**src/rtl/perceptron_trainer.sv**
```systemverilog
// -----------------------------------------------------------------------------
// perceptron_trainer
//
// Sequential trainer for a two-input perceptron. A training set is streamed in
// by an upstream source (valid/ready handshake) and replayed once per epoch.
// Each sample goes through three phases: capture (WAIT_SAMPLE), classify with
// the current weights (PREDICT), and apply the perceptron learning rule
// (UPDATE). The last sample of an epoch, flagged by i_sample_last, adds one
// EPOCH_END cycle where the trainer decides to stop (error-free epoch or epoch
// limit reached) or to replay the set. Weights and bias are kept at the same
// signed width W used by the inference perceptrons and saturate on update.
//
// Parameters
//   W           signed width of inputs, weights and bias
//   MAX_EPOCHS  epoch limit (1..255)
//   LR_SHIFT    learning rate 2^-LR_SHIFT, applied as x >>> LR_SHIFT
//
// Ports
//   i_clk            clock, all state changes on the rising edge
//   i_rst            synchronous active-high reset, priority over everything
//   i_start          begin training (honoured only in IDLE or DONE)
//   i_sample_valid   upstream sample present
//   o_sample_ready   trainer accepts a sample (high only in WAIT_SAMPLE)
//   i_x1, i_x2       signed sample features
//   i_target         desired class (0/1)
//   i_sample_last    marks the final sample of the epoch
//   o_w1, o_w2       current weights
//   o_bias           current bias
//   o_busy           high in every state except IDLE/DONE
//   o_done           level, high in DONE until the next start or reset
//   o_converged      valid with o_done: 1 = an error-free epoch was reached
//   o_epoch_count    completed epochs
//   o_err_count      misclassifications in the current epoch (saturates at 255)
// -----------------------------------------------------------------------------
module perceptron_trainer #(
  parameter int W          = 10,
  parameter int MAX_EPOCHS = 16,
  parameter int LR_SHIFT   = 0
) (
  input  logic                i_clk,
  input  logic                i_rst,
  input  logic                i_start,
  input  logic                i_sample_valid,
  output logic                o_sample_ready,
  input  logic signed [W-1:0] i_x1,
  input  logic signed [W-1:0] i_x2,
  input  logic                i_target,
  input  logic                i_sample_last,
  output logic signed [W-1:0] o_w1,
  output logic signed [W-1:0] o_w2,
  output logic signed [W-1:0] o_bias,
  output logic                o_busy,
  output logic                o_done,
  output logic                o_converged,
  output logic [7:0]          o_epoch_count,
  output logic [7:0]          o_err_count
);

  // Width of the dot product: two W x W products plus a bias cannot exceed
  // 2W+2 signed bits, so the sum never overflows.
  localparam int SW = 2 * W + 2;

  localparam logic signed [SW-1:0] SUM_ZERO    = {SW{1'b0}};
  localparam logic [7:0]           EPOCH_LIMIT = 8'(MAX_EPOCHS);
  localparam logic [7:0]           ERR_SAT     = 8'd255;

  typedef enum logic [2:0] {
    S_IDLE        = 3'd0,
    S_WAIT_SAMPLE = 3'd1,
    S_PREDICT     = 3'd2,
    S_UPDATE      = 3'd3,
    S_EPOCH_END   = 3'd4,
    S_DONE        = 3'd5
  } state_t;

  // ---------------------------------------------------------------------------
  // Helpers
  // ---------------------------------------------------------------------------

  // Clamp a (W+2)-bit intermediate into the signed W-bit range.
  function automatic logic signed [W-1:0] sat_w(input logic signed [W+1:0] v);
    logic signed [W+1:0] v_max;
    logic signed [W+1:0] v_min;
    v_max = {3'b000, {(W-1){1'b1}}};
    v_min = {3'b111, {(W-1){1'b0}}};
    if (v > v_max) begin
      sat_w = v_max[W-1:0];
    end else if (v < v_min) begin
      sat_w = v_min[W-1:0];
    end else begin
      sat_w = v[W-1:0];
    end
  endfunction

  // w + e*d for e in {-1, 0, +1}, evaluated two bits wider so that the
  // subsequent clamp sees the true result rather than a wrapped one.
  function automatic logic signed [W+1:0] add_err(
    input logic signed [W-1:0] w,
    input logic signed [W-1:0] d,
    input logic signed [1:0]   e
  );
    logic signed [W+1:0] w_x;
    logic signed [W+1:0] d_x;
    w_x = (W+2)'(w);
    d_x = (W+2)'(d);
    case (e)
      2'sb01:  add_err = w_x + d_x;
      2'sb11:  add_err = w_x - d_x;
      default: add_err = w_x;
    endcase
  endfunction

  // ---------------------------------------------------------------------------
  // State and datapath registers
  // ---------------------------------------------------------------------------
  state_t                r_state;
  logic signed [W-1:0]   r_x1;
  logic signed [W-1:0]   r_x2;
  logic                  r_target;
  logic                  r_last;
  logic signed [1:0]     r_err;
  logic signed [W-1:0]   r_w1;
  logic signed [W-1:0]   r_w2;
  logic signed [W-1:0]   r_bias;
  logic [7:0]            r_epoch_count;
  logic [7:0]            r_err_count;
  logic                  r_converged;
  logic                  r_done;
  logic                  r_busy;
  logic                  r_sample_ready;

  // ---------------------------------------------------------------------------
  // Combinational datapath
  // ---------------------------------------------------------------------------
  logic signed [SW-1:0]  w_sum;
  logic                  w_y;
  logic signed [1:0]     w_err;
  logic signed [W-1:0]   w_x1_step;
  logic signed [W-1:0]   w_x2_step;
  logic signed [W-1:0]   w_one;
  logic signed [W-1:0]   w_w1_next;
  logic signed [W-1:0]   w_w2_next;
  logic signed [W-1:0]   w_bias_next;
  logic [7:0]            w_err_count_inc;

  // Operands are sign-extended to the full sum width before multiplying.
  assign w_sum = SW'(r_w1) * SW'(r_x1) + SW'(r_w2) * SW'(r_x2) + SW'(r_bias);
  assign w_y   = (w_sum >= SUM_ZERO);

  // Classification error for the captured sample: target minus predicted class
  always_comb begin
    w_err = 2'sb00;
    if (r_target && !w_y) begin
      w_err = 2'sb01;
    end else if (!r_target && w_y) begin
      w_err = 2'sb11;
    end else begin
      w_err = 2'sb00;
    end
  end

  // Learning rate is applied to the features only; the bias moves by +/-1.
  assign w_x1_step = r_x1 >>> LR_SHIFT;
  assign w_x2_step = r_x2 >>> LR_SHIFT;
  assign w_one     = {{(W-1){1'b0}}, 1'b1};

  assign w_w1_next   = sat_w(add_err(r_w1, w_x1_step, r_err));
  assign w_w2_next   = sat_w(add_err(r_w2, w_x2_step, r_err));
  assign w_bias_next = sat_w(add_err(r_bias, w_one, r_err));

  assign w_err_count_inc = (r_err_count == ERR_SAT) ? ERR_SAT : (r_err_count + 8'd1);

  // ---------------------------------------------------------------------------
  // Training FSM: state, sample capture, weight updates and registered outputs
  // ---------------------------------------------------------------------------
  always_ff @(posedge i_clk) begin
    if (i_rst) begin
      r_state        <= S_IDLE;
      r_x1           <= {W{1'b0}};
      r_x2           <= {W{1'b0}};
      r_target       <= 1'b0;
      r_last         <= 1'b0;
      r_err          <= 2'sb00;
      r_w1           <= {W{1'b0}};
      r_w2           <= {W{1'b0}};
      r_bias         <= {W{1'b0}};
      r_epoch_count  <= 8'd0;
      r_err_count    <= 8'd0;
      r_converged    <= 1'b0;
      r_done         <= 1'b0;
      r_busy         <= 1'b0;
      r_sample_ready <= 1'b0;
    end else begin
      case (r_state)
        S_IDLE, S_DONE: begin
          if (i_start) begin
            r_w1           <= {W{1'b0}};
            r_w2           <= {W{1'b0}};
            r_bias         <= {W{1'b0}};
            r_epoch_count  <= 8'd0;
            r_err_count    <= 8'd0;
            r_converged    <= 1'b0;
            r_done         <= 1'b0;
            r_busy         <= 1'b1;
            r_sample_ready <= 1'b1;
            r_state        <= S_WAIT_SAMPLE;
          end
        end

        // i_start is deliberately not looked at in any busy state.
        S_WAIT_SAMPLE: begin
          if (i_sample_valid && r_sample_ready) begin
            r_x1           <= i_x1;
            r_x2           <= i_x2;
            r_target       <= i_target;
            r_last         <= i_sample_last;
            r_sample_ready <= 1'b0;
            r_state        <= S_PREDICT;
          end
        end

        S_PREDICT: begin
          r_err   <= w_err;
          r_state <= S_UPDATE;
        end

        // Weights only ever change on the edge that leaves this state.
        S_UPDATE: begin
          if (r_err != 2'sb00) begin
            r_w1        <= w_w1_next;
            r_w2        <= w_w2_next;
            r_bias      <= w_bias_next;
            r_err_count <= w_err_count_inc;
          end
          if (r_last) begin
            r_state <= S_EPOCH_END;
          end else begin
            r_sample_ready <= 1'b1;
            r_state        <= S_WAIT_SAMPLE;
          end
        end

        // r_err_count already includes the final sample of the epoch here.
        S_EPOCH_END: begin
          r_epoch_count <= r_epoch_count + 8'd1;
          if (r_err_count == 8'd0) begin
            r_converged <= 1'b1;
            r_done      <= 1'b1;
            r_busy      <= 1'b0;
            r_state     <= S_DONE;
          end else if ((r_epoch_count + 8'd1) == EPOCH_LIMIT) begin
            r_converged <= 1'b0;
            r_done      <= 1'b1;
            r_busy      <= 1'b0;
            r_state     <= S_DONE;
          end else begin
            r_err_count    <= 8'd0;
            r_sample_ready <= 1'b1;
            r_state        <= S_WAIT_SAMPLE;
          end
        end

        default: begin
          r_busy         <= 1'b0;
          r_done         <= 1'b0;
          r_sample_ready <= 1'b0;
          r_state        <= S_IDLE;
        end
      endcase
    end
  end

  assign o_sample_ready = r_sample_ready;
  assign o_w1           = r_w1;
  assign o_w2           = r_w2;
  assign o_bias         = r_bias;
  assign o_busy         = r_busy;
  assign o_done         = r_done;
  assign o_converged    = r_converged;
  assign o_epoch_count  = r_epoch_count;
  assign o_err_count    = r_err_count;

endmodule

```
**config.mk**
```make
export PLATFORM = sky130hd
export DESIGN_NAME = perceptron_trainer
export DESIGN_NICKNAME = d
export VERILOG_FILES = /design/src/rtl/perceptron_trainer.sv
export SDC_FILE = /design/constraint.sdc
export NUM_CORES = 1
export LEC_CHECK = 0
export BUFFER_PORTS_ARGS = -buffer_cell sky130_fd_sc_hd__clkbuf_2
export CORE_ASPECT_RATIO = 1.25
export CORE_UTILIZATION = 64
export DETAILED_ROUTE_END_ITERATION = 10
export PLACE_DENSITY = 0.83
export REMOVE_ABC_BUFFERS = 1
export SLEW_MARGIN = 30
export SYNTH_ARGS = -nofsm -noshare
export SYNTH_HDL_FRONTEND = slang
export SYNTH_SLANG_ARGS = --single-unit
```
**constraint.sdc**
```tcl
create_clock -name i_clk -period 8.1 [get_ports i_clk]
set_input_delay 1.62 -clock i_clk [delete_from_list [all_inputs] [get_ports i_clk]]
set_output_delay 1.62 -clock i_clk [all_outputs]
set_load 0.01 [all_outputs]
```
==> results.txt, run 1 <==
- The flow ran to the end, and the final reports show no timing, DRC or antenna violations.
- The worst setup path is of the flop to flop kind.
- In this run, synthesis produced a sequential element count of 77.
* Proportion of netlist area held by the largest area contributor: 36.3%
* Root buffer cell: clkbuf_16
- Summed over all failing endpoints, the final setup total negative slack is 0 ns.
- In the synthesized netlist, mux cells make up 0.589% of the area.
- Area after DPL: 0.0141 mm^2
- Headroom to the max-slew limit came out at 35.6%.
* Floorplan die width: 132 um
* Power density cells: 82.2 mW/mm^2
* Total global-route track usage: 33.2%
- Final hold violation count: 0
- Subtracting the final worst setup slack from the clock period gives 7.39 ns.
* Post-CTS Setup Bufs: 0
- By area, the combinational part of the netlist is dominated by adder cells.
- CTS clk-pin slew, worst paths: 0.06 ns
- Along the worst path, the maximum fanout reaches 16.
* Dominant cell type by area after synthesis: fa_1
* Routed length per placed instance: 18.5 um
- In the synthesized netlist the dominant register cell turns out to be dfxtp_1.
- Category of the worst setup path launch point: flop
- The startpoint identified for the worst hold timing path is r_target.
- I/O pin count: 76
- Across the run, the number of max-cap violations was 0.
* Initial core utilization: 65.4%
- By instance count, the cell type seen most on the critical path is fa_1.
* Kind of capture point of the worst setup path: flop
* Total Nets Final: 1934
- The die covers 0.0218 mm^2.
- Detail Route Antenna Nets: 0
- CP required: 8.37 ns
- Area of the multi-input gates: 0.0108 mm^2
* Area fraction in and, or, nand and nor cells after synthesis: 16.3%
* Site Rows: 59
- Worst IR Drop VDD: 0.139 mV
* Cell area after synthesis: 0.0136 mm^2
- After Yosys synthesis, XOR and XNOR cells account for 3.06% of the synthesized area.
* First-pass DRT Iterations: 6
- Counting along the longest clock path gives a buffer depth of 2.
- Core footprint: 0.0208 mm^2
- Number of enable-type register cells in the synthesized netlist: 0
- DP Wirelength: 27.2 mm
- Area growth, synth to finish: 6.34%
- Hold is met by 0.461 ns.
* Final RePlAce weighted congestion: 0.904
* CTS H-tree depth: 3
* Timing-limited maximum frequency: 135 MHz
- The synthesized netlist devotes 48.2% of its cell area to adder and majority cells.
- Final WL: 33.6 mm
- Cell leakage power: 7.24 nW
* CTS tree: built
- The die is 165 um tall.
* Commonest non-fill, non-tap cell in the layout: inv_1
- Proportion of layout cells with a drive suffix above 1: 8.22%
- Sequential-to-total area share from yosys stat: 11.3%
- Hold buffers post-CTS: 0
- On the final layout, the worst clock skew is 0.00423 ns.
- Wire length of the first global-routing pass: 56.2 mm
* Number of fill cells in the layout: 1629
- The initial antenna violation count was 0.
- Classification of the worst-slack hold path: flop to flop
- 0 antenna diodes ended up in the layout.
- After synthesis, the share of flip-flops with an asynchronous set or reset is 0%.
- Complex-gate fraction of the synthesized area: 11.4%
* Commonest non-fill, non-tap cells in the layout: 254 x inv_1, 247 x fa_1, 173 x nand2_1
- Footprint of the flip-flops and latches: 0.00154 mm^2
* Vias/cell: 5.96
* Worst-Margin Slew: 0.963 ns
- Tcrit/Tclk final: 91.2%
- The signal on the critical path passes through and2_1, inv_1, fa_1, fa_1, inv_1, fa_1, fa_1, fa_1, fa_1, fa_1, ha_1, a211oi_1, a2111oi_0, a2111oi_0, nor3_1, xnor2_1, ha_1, a211oi_1.
* Vias in the first global route: 11353
- Arrival time reported for the critical path endpoint: 7.66 ns
- Gate Count Post-Synth: 1512
- Total CTS buffers: 9
* Final routed DRC violation total: 0
* Synthesized area divided by synthesized cell count: 9.00 um^2
- The netlist uses 85 different library cells.
- Slew Limit Fails: 0
* Total of cells resized after clock tree synthesis: 0
- After routing the design area is 0.0145 mm^2.
- Setup violations remaining at the end of the flow were counted as 0.
* Delay of the slowest critical-path stage: 0.73 ns
* Final global-route overflow total: 0
- Total via count in the routed design: 10833
- In the post-synthesis netlist, the biggest area contributors are fa_1 36%, dfxtp_1 11%, ha_1 11%.
- The Yosys step of the flow raised 0 warnings.
* Launching instance or port of the critical path: o_w2[9]
* Pin count of the biggest net entering global routing: 61
* Worst path slowest cell: dfxtp_1
* Count of routing violations after the opening detailed-route iteration: 769
- The count of buffers added on input and output ports is 75.
- Setup repair after global routing missed its margin: false
- At the later pin of the worst-skew pair, clock insertion delay measures 0.35 ns.
* Count of clock tree sinks: 77
- R2R Path Start: o_w2[9]
[cell families (layout without fill, tap and decap cells)]
group	after synthesis	count (layout)
simple gates	452	452
compound gates	228	228
xor+xnor	46	46
flops	77	77
buf+inv	323	356
mux	8	8
fa+ha+maj	378	378
[where the power goes]
| group | internal, W | switching (W) | leakage (nW) |
|---|---|---|---|
| sequential | 0.000386 | 0.0000182 | 0.621 |
| combinational | 0.000123 | 0.000175 | 6.45 |
| clock | 0.000305 | 0.000182 | 0.169 |
[state kept, by name (all words and copies together), names as in the netlist, 2 cells and up]
signal and count:
o_err_count 8, r_err 2, o_w1 10, o_bias 10, r_state 3, r_x1 10, o_epoch_count 8, o_w2 10
r_x2 10
[metrics by stage]
stage	utilization, %	cells	setup WS [ns]	power [W]
2_1_floorplan	-	1443	1.84	0.000626
3_3_place_gp	67.8	1803	1.02	0.000693
3_5_place_dp	67.8	1803	0.784	0.000702
4_1_cts	69.5	1819	0.749	0.00119
5_1_grt	69.5	1819	0.436	0.00124
6_report	69.5	1819	0.713	0.00119
[worst max-delay path, delay by kind of cell (launching register included)]
family	cells	cell delay (ns)
AOI/OAI and AO/OA	4	1.27
xor gates and xnor gates	1	0.29
buffers and inverters	2	0.31
and+or+nand+nor	2	0.46
adders and majority gates	9	4.24
DFF	1	0.73
[cell type report]
type / instances / area share [%]
clock buffers: 10 / 1.58
clock inverters: 6 / 0.822
multi-input cells: 1112 / 74.8
repair buffers: 86 / 3.17
flip-flops and latches: 77 / 10.7
well taps: 274 / 2.37
inverters: 254 / 6.59
[Yosys cell counts, types with 4 or more instances]
cell type,count
a211oi_1,14
a21o_1,9
a21oi_1,72
a221oi_1,4
a311oi_1,4
a31oi_1,7
a41oi_1,4
and2_1,109
and3_1,7
buf_2,5
clkbuf_1,58
dfxtp_1,77
fa_1,247
ha_1,121
inv_1,254
maj3_1,9
mux2i_1,8
nand2_1,173
nand2b_1,20
nand3_1,11
nor2_1,76
nor2b_1,13
nor3_1,12
o211ai_1,9
o21a_1,11
o21ai_0,44
o31ai_1,4
or3_1,6
xnor2_1,30
xor2_1,15
[worst paths after layout]
kind,to,slack (ns),depth (start not counted)
worst min-delay path,r_target,0.46,2
worst max-delay path,r_err[0],0.71,18
worst min register to register,r_target,0.46,2
worst max register to register,r_err[0],0.71,18
[layer usage]
layer  GRT usage (%)  routed length (um)
met1            39.2               12300
met2            57.6               17300
met3            4.67                1920
met4            20.6                2060
met5               0                   0
(Power assumes the default switching activity.)
==> run 2: changes to the inputs <==
--- a/config.mk
+++ b/config.mk
@@ -9,7 +9,7 @@
 export CORE_ASPECT_RATIO = 1.25
 export CORE_UTILIZATION = 64
 export DETAILED_ROUTE_END_ITERATION = 10
-export PLACE_DENSITY = 0.83
+export PLACE_DENSITY = 0.89
 export REMOVE_ABC_BUFFERS = 1
 export SLEW_MARGIN = 30
 export SYNTH_ARGS = -nofsm -noshare
==> run 2 against run 1 <==
Effect of this change:
- routed wire length increased by 1.5%
- utilization is 0.49 points lower
- register-to-register slack better by 0.21 ns
- critical endpoint unchanged
- largest cell class unchanged
- highest routed layer unchanged
==> results.txt, run 2 (synthesis results as in run 1) <==
* Worst IR Drop VDD: 0.132 mV (-4.6%)
- Number of cells after detailed placement: 1798 (-0.28%)
- The total power per unit cell area was 77.1 mW/mm^2 (-6.2%).
* Detail Route Antenna Nets: 0 (unchanged)
* Port buffer count: 75 (unchanged)
* Footprint of the flip-flops and latches: 0.00154 mm^2 (unchanged)
- Final hold violation count: 0 (unchanged)
* Share of power burned in the clock network: 36.2% (-4.8 points)
- The number of DRC violations after detailed-routing iteration 0 was 1064 (+38%).
- CTS H-tree depth: 3 (unchanged)
* Sum of negative setup slack: 0 ns (unchanged)
- Worst-Margin Slew: 0.997 ns (+0.0344 ns)
- The buffer count from post-CTS setup fixing is 0 (unchanged).
* Flop-to-flop setup slack: 0.92 ns (+0.21 ns)
- Slew Limit Fails: 0 (unchanged)
- Antenna cells: 0 (unchanged)
- Startpoint-to-endpoint class of the critical path: flop to flop
* Kind of capture point of the worst setup path: flop
* Gate power share: 27.2% (+2.2 points)
- Total via count in the routed design: 10876 (+0.40%)
* Pint: 0.000720 W (-12%)
* Final worst hold slack: 0.478 ns (+0.0174 ns)
- Cell leakage power: 7.18 nW (-0.85%)
- Site Rows: 59 (unchanged)
- The HPWL reported at the end of detailed placement came to 26.9 mm (-1.1%).
- Category of the worst setup path launch point: flop
- Final RePlAce weighted congestion: 0.916 (+1.3%)
- The worst-path maximum fanout came to 16 (unchanged).
- Vias/cell: 6.00 (+0.67%)
- Commonest non-fill, non-tap cells in the layout: 254 x inv_1, 247 x fa_1, 173 x nand2_1
* Run status: complete, no violations
- The library cell used most frequently in the layout, excluding fill and tap cells, is inv_1.
- Total global-route track usage: 32.6% (-0.57 points)
- The overflow left after global routing is 0 (unchanged).
- The count of instances resized after the clock tree is built was 0 (unchanged).
* Setup repair after global routing missed its margin: false
* Total CTS buffers: 9 (unchanged)
* Timing-limited maximum frequency: 139 MHz (+2.9%)
* Floorplan die width: 132 um (unchanged)
- Maximum clock insertion buffer count: 2 (unchanged)
* Area growth, synth to finish: 5.58%
- Number of fill cells in the layout: 1543 (-5.3%)
- The final critical delay including setup and external delays came to 7.18 ns (-0.211 ns).
- The total net switching power came to 0.000388 W (+3.1%).
- The total area of multi-input combinational cells is 0.0108 mm^2 (unchanged).
- TritonCTS built the clock tree.
* Final non-filler cell area: 0.0144 mm^2 (-0.71%)
- The maximum number of pins on one net before global-route repair came to 61 (unchanged).
- The effective utilization at floorplan was 65.4% (unchanged).
- Number of antenna violations at the first check in global routing: 0 (unchanged)
- The critical path required time was 8.35 ns (-0.02 ns).
- Total Nets Final: 1929 (-0.26%)
- I/O pin count: 76 (unchanged)
- Root buffer cell: clkbuf_16
* Classification of the worst-slack hold path: flop to flop
- Number of standard cells in the layout, taps in and fillers out: 1814 (-0.27%)
- Proportion of layout cells with a drive suffix above 1: 8.05% (-0.17 points)
- First-pass DRT Iterations: 7 (+1)
- The die outline area came to 0.0218 mm^2 (unchanged).
- The clock transition at the register clock pins on the worst setup and hold paths after CTS is 0.07 ns (about the same).
- Arrival time reported for the critical path endpoint: 7.43 ns (-0.23 ns)
* Setup violations, final: 0 (unchanged)
- The total power consumption of the routed design is 0.00111 W (-6.9%).
* Count of clock tree sinks: 77 (unchanged)
* Worst Clk Skew: 0.0114 ns (+0.00719 ns)
- Area after DPL: 0.0141 mm^2 (-0.27%)
- The area of the placeable core is 0.0208 mm^2 (unchanged).
* Clock latency on the worst-skew pair: 0.36 ns (about the same)
- The final cycle utilization of the critical path was 88.6% (-2.6 points).
- The DRC violation count after routing came to 0 (unchanged).
- Max-cap violation count: 0 (unchanged)
* Final WL: 34.1 mm (+1.5%)
* Sequential share of power: 36.6% (+2.6 points)
- The worst slew margin relative to its limit was 33.3% (-2.3 points).
- Vias in the first global route: 11503 (+1.3%)
- The number of hold buffers added after CTS came to 0 (unchanged).
- Switching power share of the total: 35.0% (+3.4 points)
- The routed wirelength normalized by instance count is 18.8 um (+1.7%).
* Height of the die: 165 um (unchanged)
- Wire length of the first global-routing pass: 55.2 mm (-1.6%)
run 2: changes by cell type in the layout (fill, tap and decap cells not counted), sizes merged:
cell and delta:
clkinv +1, clkinvlp +2, clkbuf -1, bufinv -3
inv +1, buf -5
run 2: cell type report:
cell class	count	share of cell area, %
Sequential cell	77	10.7
Timing Repair Buffer	81	2.93
Tap cell	274	2.39
Inverter	254	6.64
Clock inverter	7	0.401
Multi-Input combinational cell	1112	75.3
Clock buffer	9	1.57
run 2: per-layer routing:
metal | vias to the layer above | GRT usage (%) | part of all wire, % | wire length [um]
li1 | 4842 | - | - | -
met1 | 5420 | 36.1 | 35 | 11800
met2 | 478 | 58.7 | 52 | 17800
met3 | 136 | 4.60 | 6.7 | 2270
met4 | 0 | 21.7 | 6.5 | 2200
met5 | - | 0 | 0 | 0
run 2: worst paths after layout:
path                            startpoint        to  depth (start not counted)
worst min register to register    r_target  r_target                          2
worst min-delay path              r_target  r_target                          2
worst max-delay path               o_w2[9]  r_err[0]                         18
worst max register to register     o_w2[9]  r_err[0]                         18
run 2: through the flow:
stage	utilization (%)	setup WS, ns
floorplan	-	1.84
global placement	67.6	1.24
detailed placement	67.6	0.999
CTS	69.0	0.946
global route	69.0	0.498
finish	69.0	0.924
run 2: power groups by stage:
stage / logic, W / registers, W / clock network (W)
2_1_floorplan: 0.000217 / 0.000409 / 0
3_3_place_gp: 0.000279 / 0.000412 / 0
3_5_place_dp: 0.000290 / 0.000413 / 0
4_1_cts: 0.000296 / 0.000404 / 0.000404
5_1_grt: 0.000331 / 0.000406 / 0.000417
6_report: 0.000301 / 0.000406 / 0.000401
run 2: critical path, cell delays in order, from the launching register on:
cell       delay [ns]
dfxtp_1          0.67
and2_1           0.32
inv_1            0.27
fa_1             0.53
fa_1             0.57
inv_1            0.06
fa_1             0.52
fa_1             0.44
fa_1             0.53
fa_1             0.52
fa_1             0.50
ha_1             0.32
a211oi_1         0.24
a2111oi_0        0.19
a2111oi_0        0.50
nor3_1           0.13
xnor2_1          0.24
ha_1             0.28
a211oi_1         0.24
